## config.mk

```make
export PLATFORM = sky130hd
export DESIGN_NAME = sync_fifo_param
export DESIGN_NICKNAME = d
export VERILOG_FILES = /design/src/rtl/sync_fifo_param.sv
export SDC_FILE = /design/constraint.sdc
export NUM_CORES = 1
export LEC_CHECK = 0
export BUFFER_PORTS_ARGS = -buffer_cell sky130_fd_sc_hd__clkbuf_2
export CAP_MARGIN = 20
export CORE_MARGIN = 5
export CORE_UTILIZATION = 56
export CTS_CLUSTER_SIZE = 14
export DETAILED_ROUTE_END_ITERATION = 7
export HOLD_SLACK_MARGIN = 0.02
export PLACE_DENSITY = 0.85
export RECOVER_POWER = 100
export SYNTH_ARGS = -nofsm -noshare
export SYNTH_HDL_FRONTEND = slang
export SYNTH_SLANG_ARGS = --single-unit
```

## constraint.sdc

```tcl
create_clock -name i_clk -period 3.5 [get_ports i_clk]
set_input_delay 0.525 -clock i_clk [delete_from_list [all_inputs] [get_ports i_clk]]
set_output_delay 0.525 -clock i_clk [all_outputs]
set_load 0.05 [all_outputs]
```

## src/rtl/sync_fifo_param.sv

```systemverilog
// -----------------------------------------------------------------------------
// sync_fifo_param
//   Parametrised single-clock FIFO with occupancy count, programmable
//   almost-full / almost-empty thresholds, synchronous flush and support for
//   depths that are not a power of two.
//
// Build option:
//   FIFO_FWFT_EN  - when defined, the head word is presented combinationally
//                   on o_data_out (first-word-fall-through, 0 when empty).
//                   When undefined, o_data_out is registered and updated one
//                   cycle after an accepted read.
//
// Ports:
//   i_clk          clock, all logic on the rising edge
//   i_rst          synchronous active-high reset (priority over i_flush)
//   i_flush        synchronous clear of pointers, count and status pulses
//   i_data_in      write data
//   i_wr_en        write request
//   i_rd_en        read request
//   o_data_out     read data
//   o_wr_ack       registered pulse: previous-cycle write accepted
//   o_overflow     registered pulse: previous-cycle write rejected (full)
//   o_underflow    registered pulse: previous-cycle read rejected (empty)
//   o_full         count == FIFO_DEPTH
//   o_empty        count == 0
//   o_almostfull   free slots <= AFULL_THRESH and not full
//   o_almostempty  count <= AEMPTY_THRESH and not empty
//   o_data_count   current occupancy
// -----------------------------------------------------------------------------
module sync_fifo_param #(
  parameter int FIFO_WIDTH    = 16,
  parameter int FIFO_DEPTH    = 8,
  parameter int AFULL_THRESH  = 1,
  parameter int AEMPTY_THRESH = 1
) (
  input  logic                            i_clk,
  input  logic                            i_rst,
  input  logic                            i_flush,
  input  logic [FIFO_WIDTH-1:0]           i_data_in,
  input  logic                            i_wr_en,
  input  logic                            i_rd_en,
  output logic [FIFO_WIDTH-1:0]           o_data_out,
  output logic                            o_wr_ack,
  output logic                            o_overflow,
  output logic                            o_underflow,
  output logic                            o_full,
  output logic                            o_empty,
  output logic                            o_almostfull,
  output logic                            o_almostempty,
  output logic [$clog2(FIFO_DEPTH+1)-1:0] o_data_count
);

  localparam int PTR_W = $clog2(FIFO_DEPTH);
  localparam int CNT_W = $clog2(FIFO_DEPTH + 1);

  localparam logic [PTR_W-1:0] PTR_LAST = PTR_W'(FIFO_DEPTH - 1);
  localparam logic [CNT_W-1:0] CNT_MAX  = CNT_W'(FIFO_DEPTH);
  // almostfull threshold expressed as an occupancy level
  localparam logic [CNT_W-1:0] CNT_AF   = CNT_W'(FIFO_DEPTH - AFULL_THRESH);
  localparam logic [CNT_W-1:0] CNT_AE   = CNT_W'(AEMPTY_THRESH);

  // Elaboration-time parameter legality
  generate
    if ((FIFO_WIDTH < 1) || (FIFO_DEPTH < 2) ||
        (AFULL_THRESH < 1) || (AFULL_THRESH > FIFO_DEPTH - 1) ||
        (AEMPTY_THRESH < 1) || (AEMPTY_THRESH > FIFO_DEPTH - 1)) begin : g_bad_param
      $error("sync_fifo_param: illegal parameter combination");
    end
  endgenerate

  logic [FIFO_WIDTH-1:0] r_mem [FIFO_DEPTH];
  logic [PTR_W-1:0]      r_wr_ptr;
  logic [PTR_W-1:0]      r_rd_ptr;
  logic [CNT_W-1:0]      r_count;
  logic                  r_wr_ack;
  logic                  r_overflow;
  logic                  r_underflow;

  logic                  w_full;
  logic                  w_empty;
  logic                  w_wr_acc;
  logic                  w_rd_acc;
  logic                  w_wr_do;
  logic [PTR_W-1:0]      w_wr_ptr_nxt;
  logic [PTR_W-1:0]      w_rd_ptr_nxt;

  assign w_full   = (r_count == CNT_MAX);
  assign w_empty  = (r_count == {CNT_W{1'b0}});
  assign w_wr_acc = i_wr_en & ~w_full;
  assign w_rd_acc = i_rd_en & ~w_empty;
  // storage is only written when the write really takes effect this edge
  assign w_wr_do  = w_wr_acc & ~i_rst & ~i_flush;

  // Pointer successors: explicit wrap at DEPTH-1 so odd depths work
  always_comb begin
    w_wr_ptr_nxt = r_wr_ptr + PTR_W'(1);
    w_rd_ptr_nxt = r_rd_ptr + PTR_W'(1);
    if (r_wr_ptr == PTR_LAST) begin
      w_wr_ptr_nxt = {PTR_W{1'b0}};
    end else begin
      w_wr_ptr_nxt = r_wr_ptr + PTR_W'(1);
    end
    if (r_rd_ptr == PTR_LAST) begin
      w_rd_ptr_nxt = {PTR_W{1'b0}};
    end else begin
      w_rd_ptr_nxt = r_rd_ptr + PTR_W'(1);
    end
  end

  // Storage array write port (contents are intentionally never reset)
  always_ff @(posedge i_clk) begin
    if (w_wr_do) begin
      r_mem[r_wr_ptr] <= i_data_in;
    end
  end

  // Pointers, occupancy and the registered status pulses
  always_ff @(posedge i_clk) begin
    if (i_rst || i_flush) begin
      r_wr_ptr    <= {PTR_W{1'b0}};
      r_rd_ptr    <= {PTR_W{1'b0}};
      r_count     <= {CNT_W{1'b0}};
      r_wr_ack    <= 1'b0;
      r_overflow  <= 1'b0;
      r_underflow <= 1'b0;
    end else begin
      r_wr_ack    <= w_wr_acc;
      r_overflow  <= i_wr_en & w_full;
      r_underflow <= i_rd_en & w_empty;
      if (w_wr_acc) begin
        r_wr_ptr <= w_wr_ptr_nxt;
      end
      if (w_rd_acc) begin
        r_rd_ptr <= w_rd_ptr_nxt;
      end
      case ({w_wr_acc, w_rd_acc})
        2'b10:   r_count <= r_count + CNT_W'(1);
        2'b01:   r_count <= r_count - CNT_W'(1);
        default: r_count <= r_count;
      endcase
    end
  end

`ifdef FIFO_FWFT_EN
  // Head word falls through combinationally; zero while empty
  always_comb begin
    o_data_out = {FIFO_WIDTH{1'b0}};
    if (w_empty) begin
      o_data_out = {FIFO_WIDTH{1'b0}};
    end else begin
      o_data_out = r_mem[r_rd_ptr];
    end
  end
`else
  logic [FIFO_WIDTH-1:0] r_data_out;

  // Registered read data: cleared by reset, held through flush and idle cycles
  always_ff @(posedge i_clk) begin
    if (i_rst) begin
      r_data_out <= {FIFO_WIDTH{1'b0}};
    end else if (!i_flush && w_rd_acc) begin
      r_data_out <= r_mem[r_rd_ptr];
    end
  end

  assign o_data_out = r_data_out;
`endif

  assign o_wr_ack      = r_wr_ack;
  assign o_overflow    = r_overflow;
  assign o_underflow   = r_underflow;
  assign o_full        = w_full;
  assign o_empty       = w_empty;
  assign o_almostfull  = ~w_full & (r_count >= CNT_AF);
  assign o_almostempty = ~w_empty & (r_count <= CNT_AE);
  assign o_data_count  = r_count;

endmodule

```

Word-level counts from Yosys, hierarchy flattened --
Memory sizes are Yosys's and may differ from the RTL's. A register that Yosys moved wholly into a read port is not among the register bits. Cells that the tools add are included.
Word-level totals: bits in registers 13, bits in latches 0, bits in writable memories 128, bits in read-only memories 0, input port bits 21, memories kept 1
Memory list:
- r_mem | depth 8, width 16, read ports 1, clocked after Yosys merged registers in 1, write ports 1, RTL line 71 | logic [FIFO_WIDTH-1:0] r_mem [FIFO_DEPTH];
Operators by class: add/subtract/negate cells 4, multipliers 0, divide/modulo/power cells 0, $lt $le $gt $ge 2, equal/unequal tests 5, shift operators 0, muxes and demuxes 5, bitwise logic cells 12, reduce and logical (&&, ||, !) cells 5
Operator list (count):
- bitwise AND 1 bit | 8
- case mux 4 bit (2 select lines) | 1
- adder 3 x 1 -> 3 bit, second input constant | 2
- equality test 3 bit, second input constant | 2
- two-way mux 3 bit | 2
- adder 4 x 1 -> 4 bit, second input constant | 1
- equality test 4 bit, second input constant | 1
- greater-or-equal comparator 4 x 3 -> 1 bit, second input constant | 1
- less-or-equal comparator 4 x 1 -> 1 bit, second input constant | 1
- logical NOT 4 bit | 1
- inverter 1 bit | 4
- subtractor 4 x 1 -> 4 bit, second input constant | 1
- equality test 2 x 1 -> 1 bit, second input constant | 1
- equality test 2 bit, second input constant | 1
- two-way mux 1 bit | 2
- nonzero test 2 bit | 1
- logical AND 1 bit | 1
- logical NOT 1 bit | 1
- logical OR 1 bit | 1

Longest topological paths before layout --
Gate-level depths: netlist (run 1).
depth after elaboration 7, depth in mapped cells 10

Worst setup path before layout (run 1) --
No wires, ideal clock.
path kind register -> register, from reg r_count[0] (netlist: o_data_count[0]), to mem r_mem[0][0] (enable), arrival 2.915 ns, required time 3.091 ns, setup slack 0.176 ns, stages on the path, launching flop included 7, buffers on the path 0, clock period less this slack 3.324 ns, cell sequence dfxtp_1 -> inv_1 -> ha_1 -> nand3b_1 -> nand2_1 -> or3_1 -> nor3_1
On the way: cells in the longest elaborated chain, start to end 7
Ends and longest elaborated chain:
- start, declared | RTL line 74 | logic [CNT_W-1:0] r_count;
- start signal, assigned | RTL line 122 | r_count <= {CNT_W{1'b0}};
- start signal, assigned | RTL line 137 | 2'b10: r_count <= r_count + CNT_W'(1);
- start signal, assigned | RTL line 138 | 2'b01: r_count <= r_count - CNT_W'(1);
- equality test 4 bit | RTL line 87 | assign w_full = (r_count == CNT_MAX);
- inverter 1 bit | RTL line 89 | assign w_wr_acc = i_wr_en & ~w_full;
- bitwise AND 1 bit | RTL line 89
- bitwise AND 1 bit (2 in series) | RTL line 92 | assign w_wr_do = w_wr_acc & ~i_rst & ~i_flush;
- two-way mux 1 bit | RTL line 112 | if (w_wr_do) begin
- two-way mux 1 bit (implied by the code) | RTL line 113 | r_mem[r_wr_ptr] <= i_data_in;
- end, declared | RTL line 71
No other way between the ends.

Worst setup path in the final report (run 1) --
from reg r_count[0] (netlist: o_data_count[0]), to mem r_mem[0][10] (enable)
The elaborated chain is that of the path after synthesis.

==> metrics, run 1 <==
most frequent cells in the layout=128 x edfxtp_1, 57 x clkbuf_1, 28 x dfxtp_1; Yosys top cell by area=edfxtp_1; worst hold path class=input pin to flip-flop; die span in y=114 µm; Hold Path Sink=o_underflow; Reg clk slew, reported paths=0.06 ns; Synth Warn #=0; Comb pwr share=0.043; most common cell after layout, fill and taps aside=edfxtp_1; DRT antenna net count=0; Post-DP HPWL=6.96 mm; worst vdd ir=0.411 mV; Fin Clk Skew=0.0111 ns; worst reg-to-reg setup slack=0.45 ns; TNS Setup=0 ns; die footprint=13,000 µm²; clk buf depth=2; final setup vio count=0; Post-Syn Nets=336; clk_lat worst skew=0.52 ns; post-CTS resize count=0; Tcrit/Tclk final=0.872; vias in the first global route=3,280; post-CTS setup repair buffer count=0; Mapped Avg Cell Area=19.7 µm²; R2R depth=7; Max Fclk=328 MHz; required time of the critical path=3.63 ns; PD cells=566 nW/µm²; NumNets Final=403; RSZ-0062 raised after global routing=false; final wirelength=11.4 mm; final worst path period need=3.05 ns; Placement Setup Slack=0.731 ns; chip width=114 µm; Initial Util=0.566; Hold Buf Count CTS=0; startpoint types=flip-flop; clk root buf=clkbuf_8; initial antenna violation count=0; DR iter-0 viols=228; Data arrival, critical path=3.18 ns; status=complete, no violations; Port-buffer cells=47; Leakage Power=2.23 nW; Setup WS post-layout=0.449 ns; CTS buffer count=17; post-synthesis instance area=6060 µm²; Sw Pwr=852 µW; Yosys top cell area share=0.635; GRT Util Overall=0.191; Seq pwr share=0.522; post-synthesis cell type count=35; core footprint=10,700 µm²; routed length per instance=21.7 µm; Slew @ Worst Pin=1.33 ns; Hold Vio Cnt, Final=0; Sink Count=157; FF-to-FF End=r_mem[0][10]; Max-slew headroom=0.112; first-pass GRT wire length=18.0 mm; Clock power frac=0.435; # diodes=0; critical path endpoint category=flip-flop; vias per inst=5.78; crit path max fanout=16; gr ovfl total=0; worst reg2reg startpoint=o_data_count[0]; P&R area growth vs syn=14.6%; flops & latches, synth=157; HP Start=i_rd_en; Placer Congestion=0.766; Cells after Synth=307; top post-synthesis cells by area=edfxtp_1 63%, mux4_2 9.7%, dfxtp_1 9.6%; row count=38; vias=3,045; internal power=3.07 mW; post-synthesis sequential area ratio=0.731; number of remaining DRC errors=0; Hold Crit Depth=2; Slew Limit Fails=0; largest net degree at the start of global routing=22; layout cells sized above 1=0.217; maxcap violations=0; Net Sw Frac=0.217; TritonCTS clock tree=yes; I/O pin count=48; crit path kind=flip-flop to flip-flop; H-tree levels=4; drt first pass iters=4
==> per-layer routing <==
metal  share of wire  global-route usage
met4           0.011              0.0689
met1            0.41               0.244
met3           0.051              0.0509
met5               0                   0
met2            0.53               0.318
==> cells by family after synthesis <==
group,Yosys count,share of synthesized area
xor gates and xnor gates,3,0.00434
muxes,50,0.156
and+or+nand+nor,41,0.0370
adders and majority gates,8,0.0165
DFF,157,0.731
buffers and inverters,20,0.0205
AOI/OAI and AO/OA,28,0.0353
==> area by class of cell <==
type / count / area [µm²]
clock buffers: 20 / 445
inverters: 6 / 22.5
well taps: 140 / 175
flip-flops and latches: 157 / 4430
fillers: 747 / 3760
repair buffers: 62 / 258
multi-input cells: 130 / 1500
clock inverters: 12 / 115
==> worst max-delay path by stage <==
stage	startpoint	endpoint	slack, ns	depth (start not counted)
after floorplan	o_data_count[0]	r_mem[0][0]	0.18	6
after CTS	o_data_count[0]	o_data_count[3]	0.73	10
after global routing	o_data_count[0]	r_mem[1][10]	0.29	7
after detailed placement	o_data_count[0]	o_data_count[3]	0.73	10
after global placement	o_data_count[0]	o_data_count[3]	0.89	10
final	o_data_count[0]	r_mem[0][10]	0.45	7
==> registers in the layout, summed over array words and instances (netlist names) <==
| name | count |
|---|---|
| o_data_count | 4 |
| r_rd_ptr | 3 |
| o_data_out | 16 |
| o_underflow | 1 |
| o_wr_ack | 1 |
| r_wr_ptr | 3 |
| o_overflow | 1 |
| r_mem | 128 |
==> per-stage QoR <==
step | cell area, µm² | instances | hold slack, ns | utilization | power [mW]
6_report | 6940 | 527 | 0.266 | 0.649 | 3.93
5_1_grt | 6940 | 527 | 0.256 | 0.649 | 4.06
4_1_cts | 7070 | 527 | 0.249 | 0.661 | 3.96
3_5_place_dp | 6510 | 495 | 0.464 | 0.609 | 2.27
3_3_place_gp | 6510 | 495 | 0.462 | 0.609 | 2.26
2_1_floorplan | 6060 | 307 | 0.493 | - | 2.21
==> critical path: stages (launching register included) <==
cell      delay, ns
dfxtp_1        0.47
inv_1          0.08
ha_1           0.25
nand3b_1       0.18
nand2_1        0.20
or3_1          0.47
nor3_2         0.14
clkbuf_1       0.87
==> synthesized netlist by cell type (all sizes together) <==
master	number
a21oi	10
xnor2	1
buf	7
mux2i	2
a22o	16
nor2	13
dfxtp	29
nor3b	1
clkbuf	7
ha	8
nand3b	2
o21ai	1
nand4b	2
edfxtp	128
or3	4
nor4b	1
a211oi	1
and3	2
mux4	32
mux2	16
nand2	8
nand2b	3
nand4	1
inv	6
xor2	2
or4b	1
nor3	2
or2	1
==> power by group through the flow <==
stage	clock, mW	combinational [mW]	sequential (mW)
3_3_place_gp	0	0.171	2.09
2_1_floorplan	0	0.0934	2.12
3_5_place_dp	0	0.179	2.09
6_report	1.71	0.170	2.05
4_1_cts	1.73	0.180	2.05
5_1_grt	1.83	0.184	2.05
(Power assumes the default switching activity.)
==> run 2: changes to the inputs <==
--- a/config.mk
+++ b/config.mk
@@ -13,7 +13,7 @@
 export DETAILED_ROUTE_END_ITERATION = 7
 export HOLD_SLACK_MARGIN = 0.02
 export PLACE_DENSITY = 0.85
-export RECOVER_POWER = 100
+export RECOVER_POWER = 25
 export SYNTH_ARGS = -nofsm -noshare
 export SYNTH_HDL_FRONTEND = slang
 export SYNTH_SLANG_ARGS = --single-unit
==> run 2 against run 1 <==
Against the previous run: clock skew is 0.00087 ns lower; non-clock buffer count stayed put; hold slack better by 0.0060 ns; clock power hardly changed; critical path depth is 3 higher; sequential share of layout area is 1.1 points lower; combinational power is 4% higher; routed wire length hardly changed; first-iteration DRC count is 5.3% lower; via count is 0.16% lower; sequential cell count stayed put; critical endpoint is now o_data_count[3]; largest cell class unchanged; largest power group unchanged.
==> metrics, run 2 (same netlist as run 1, synthesis figures left out) <==
critical path endpoint category=flip-flop; Placer Congestion=0.766; worst reg2reg startpoint=o_data_count[0]; PD cells=557 nW/µm²; chip width=114 µm; clk buf depth=2; Fin Clk Skew=0.0103 ns; vias per inst=5.77; kind of cell adding the most delay to the critical path=simple AND/OR/NAND/NOR gates; # diodes=0; vias in the first global route=3,280; Post-Layout Cell Count=527; DR iter-0 viols=216; GRT Util Overall=0.191; number of remaining DRC errors=0; post-CTS resize count=0; NumNets Final=403; TritonCTS clock tree=yes; Buffers & Inverters on Critical Path=2; Hold Vio Cnt, Final=0; worst reg-to-reg setup slack=0.72 ns; Fin Hold WS=0.272 ns; status=complete, no violations; drt first pass iters=4; final worst path period need=2.78 ns; Slew @ Worst Pin=1.05 ns; worst vdd ir=0.411 mV; CTS buffer count=17; P&R area growth vs syn=16.6%; final wirelength=11.4 mm; maxcap violations=0; Slew Limit Fails=0; R2R depth=10; max FFs per register=128; crit path max fanout=7; Hold Path Sink=o_underflow; slowest cell delay on critical path=0.62 ns; post-CTS setup repair buffer count=0; I/O pin count=48; largest net degree at the start of global routing=22; filler instances=707; startpoint types=flip-flop; TNS Setup=0 ns; CP cell instances=inv_1 -> ha_1 -> nor3b_2 -> nand2b_2 -> inv_1 -> ha_1 -> or4b_2 -> a21oi_1 -> xnor2_1 -> nor2_1; first-pass GRT wire length=18.0 mm; Post-DP HPWL=6.96 mm; Largest Register=r_mem; most frequent cells in the layout=128 x edfxtp_1, 35 x clkbuf_2, 28 x dfxtp_1; Initial Util=0.566; Inst Count DP=495; core footprint=10,700 µm²; Max Fclk=360 MHz; worst hold path class=input pin to flip-flop; Sink Count=157; H-tree levels=4; die footprint=13,000 µm²; clk_lat worst skew=0.52 ns; gr ovfl total=0; Data arrival, critical path=3.19 ns; routed length per instance=21.7 µm; FF+latch area=4430 µm²; Leakage Power=2.40 nW; Max-slew headroom=0.298; vias=3,040; Hold Buf Count CTS=0; clk root buf=clkbuf_8; crit path kind=flip-flop to flip-flop; required time of the critical path=3.91 ns; HP Start=i_rd_en; Port-buffer cells=47; Hold Crit Depth=2; final setup vio count=0; most common cell after layout, fill and taps aside=edfxtp_1; layout cells sized above 1=0.339; Tcrit/Tclk final=0.794; RSZ-0062 raised after global routing=false; slowest stage cell, crit path=or4b_2; initial antenna violation count=0; die span in y=114 µm; DRT antenna net count=0; row count=38; Reg clk slew, reported paths=0.06 ns; FF-to-FF End=o_data_count[3]; multi-input logic area=1520 µm²
-- run 2: cell count changes in the layout (fill, tap and decap cells not counted) --
cell / before / now
clkbuf_1: 57 / 13
clkbuf_2: 4 / 35
buf_4: 1 / 13
a21oi_2: 1 / 0
a21oi_4: 0 / 1
buf_12: 1 / 2
nand2b_1: 3 / 2
nand2b_2: 0 / 1
nor3_1: 1 / 0
nor3_2: 1 / 2
nor3b_1: 1 / 0
nor3b_2: 0 / 1
-- run 2: where the power goes --
part	switching [mW]	internal, mW	leakage [nW]
Clock	0.724	0.984	0.256
Sequential	0.0147	2.03	1.39
Combinational	0.115	0.0615	0.757
Total	0.853	3.08	2.40
-- run 2: metal layers --
metal | track usage | share of wire | vias to the layer above
li1 | - | - | 1369
met1 | 0.244 | 0.41 | 1585
met2 | 0.318 | 0.53 | 74
met3 | 0.0509 | 0.052 | 12
met4 | 0.0689 | 0.013 | 0
met5 | 0 | 0 | -
-- run 2: worst register-to-register path: stages (launching register included) --
cell and delay, ns:
dfxtp_1 0.46, inv_1 0.08, ha_1 0.25, nor3b_2 0.18, nand2b_2 0.24, inv_1 0.19
ha_1 0.28, or4b_2 0.62, a21oi_1 0.20, xnor2_1 0.13, nor2_1 0.05
-- run 2: area by class of cell --
type                    instances  area share
repair buffers                 62      0.0507
clock buffers                  20      0.0631
inverters                       6     0.00319
clock inverters                12      0.0163
flip-flops and latches        157       0.627
well taps                     140      0.0248
multi-input cells             130       0.215
-- run 2: worst max-delay path by stage --
| stage | from | to | slack (ns) | cells after the start |
|---|---|---|---|---|
| after floorplan | o_data_count[0] | r_mem[0][0] | 0.18 | 6 |
| after global placement | o_data_count[0] | o_data_count[3] | 0.89 | 10 |
| after detailed placement | o_data_count[0] | o_data_count[3] | 0.73 | 10 |
| after CTS | o_data_count[0] | o_data_count[3] | 0.73 | 10 |
| after global routing | o_data_count[0] | o_data_count[3] | 0.55 | 10 |
| final | o_data_count[0] | o_data_count[3] | 0.72 | 10 |
-- run 2: metrics by stage --
stage                util  setup WS (ns)  cell area [µm²]  power, mW
CTS                 0.661          0.726             7070       3.96
global route        0.660          0.553             7060       4.07
floorplan               -          0.176             6060       2.21
detailed placement  0.609          0.731             6510       2.27
global placement    0.609          0.889             6510       2.26
finish              0.660          0.721             7060       3.93
==> run 3: changes to the inputs <==
==> constraint.sdc (replaced) <==
create_clock -name i_clk -period 2.64 [get_ports i_clk]
set_input_delay 0.396 -clock i_clk [delete_from_list [all_inputs] [get_ports i_clk]]
set_output_delay 0.396 -clock i_clk [all_outputs]
set_load 0.05 [all_outputs]
==> run 3 against run 2 <==
Against the previous run: count of clock-buffer cells in the layout is 1 lower; sequential power is 33% higher; final cell count increased by 0.57%; routed wire length up 2.3%; clock skew fell by 0.0019 ns; setup slack worse by 0.54 ns.
==> metrics, run 3 (same netlist as run 1, synthesis figures left out) <==
status=complete, no violations; DR iter-0 viols=161; FF+latch area=4430 µm²; startpoint types=flip-flop; DRT antenna net count=0; chip width=114 µm; PD cells=738 nW/µm²; Placer Congestion=0.834; number of remaining DRC errors=0; P&R area growth vs syn=18.1%; clk_lat worst skew=0.52 ns; filler instances=670; RSZ-0062 raised after global routing=false; Tcrit/Tclk final=0.930; Slew @ Worst Pin=0.619 ns; clk root buf=clkbuf_8; required time of the critical path=3.04 ns; crit path max fanout=7; I/O pin count=48; Clock power frac=0.437; Hold Vio Cnt, Final=0; Design Area, Final=7150 µm²; largest net degree at the start of global routing=28; die span in y=114 µm; layout cells sized above 1=0.359; Setup WS post-layout=0.185 ns; CTS buffer count=17; critical path endpoint category=flip-flop; Post-DP HPWL=7.11 mm; clk buf depth=2; Hold Buf Count CTS=0; TritonCTS clock tree=yes; Fin Clk Skew=0.00835 ns; Placement Setup Slack=0.0926 ns; NumNets Final=406; worst hold path class=input pin to flip-flop; final worst path period need=2.45 ns; Largest Register=r_mem; Port-buffer cells=47; H-tree levels=4; Post-DP Area=6580 µm²; Sink Count=157; GRT Util Overall=0.195; vias=3,065; Total Power=5.28 mW; crit path kind=flip-flop to flip-flop; # diodes=0; Leakage Power=2.44 nW; drt first pass iters=4; TNS Setup=0 ns; Max Fclk=407 MHz; Initial Util=0.566; Comb pwr share=0.048; core footprint=10,700 µm²; die footprint=13,000 µm²; vias per inst=5.78; Sw Pwr=1.12 mW; routed length per instance=22.1 µm; Fin Hold WS=0.163 ns; vias in the first global route=3,291; multi-input logic area=1550 µm²; maxcap violations=0; worst vdd ir=0.422 mV; post-CTS resize count=0; Data arrival, critical path=2.85 ns; final setup vio count=0; Reg clk slew, reported paths=0.06 ns; final wirelength=11.7 mm; most frequent cells in the layout=128 x edfxtp_1, 36 x clkbuf_2, 26 x mux4_2; post-CTS setup repair buffer count=0; internal power=4.16 mW; max FFs per register=128; gr ovfl total=0; Net Sw Frac=0.211; most common cell after layout, fill and taps aside=edfxtp_1; first-pass GRT wire length=18.3 mm; initial antenna violation count=0; row count=38; Slew Limit Fails=0; Max-slew headroom=0.586; Seq pwr share=0.515
==> run 3: cell count changes in the layout (fill, tap and decap cells not counted), sizes merged <==
cell	before	now
buf	15	18
inv	7	8
bufinv	1	2
clkinv	4	6
clkbuf	67	66
clkinvlp	6	3
==> run 3: final cells by class <==
cell class,instances,area share
clock buffer,19,0.0603
tap,140,0.0245
clock inverter,13,0.0192
sequential,157,0.620
multi-input combinational,130,0.217
inverter,6,0.00367
timing repair buffer,65,0.0551
==> run 3: path summary, 6_finish.rpt <==
kind	from	end	slack (ns)	depth (start not counted)
setup reg to reg	o_data_count[0]	o_data_count[3]	0.19	10
hold reg to reg	o_data_out[5]	o_data_out[5]	0.48	1
hold / removal	i_data_in[4]	r_mem[5][4]	0.16	1
setup / recovery	o_data_count[0]	o_data_count[3]	0.19	10
==> run 3: worst max-delay path, cell delays in order, from the launching register on <==
cell,delay (ns)
dfxtp_4,0.38
inv_1,0.05
ha_1,0.25
nor3b_4,0.18
nand2b_4,0.18
clkinvlp_4,0.13
ha_4,0.17
or4b_2,0.59
a21oi_1,0.19
xnor2_1,0.14
nor2_1,0.06
==> run 3: per-layer routing <==
layer | wire length, µm | global-route usage
met5 | 0 | 0
met3 | 535 | 0.0546
met1 | 4680 | 0.242
met4 | 204 | 0.0721
met2 | 6290 | 0.327
==> run 3: power groups by stage <==
stage / Sequential (mW) / Clock, mW / Combinational (mW)
finish: 2.72 / 2.31 / 0.253
global route: 2.72 / 2.47 / 0.271
CTS: 2.72 / 2.34 / 0.251
detailed placement: 2.77 / 0 / 0.247
global placement: 2.77 / 0 / 0.239
floorplan: 2.80 / 0 / 0.129
==> run 3: through the flow <==
step,utilization,std cells
final,0.669,530
after global routing,0.669,530
after CTS,0.668,530
after detailed placement,0.615,498
after global placement,0.615,498
after floorplan,-,307
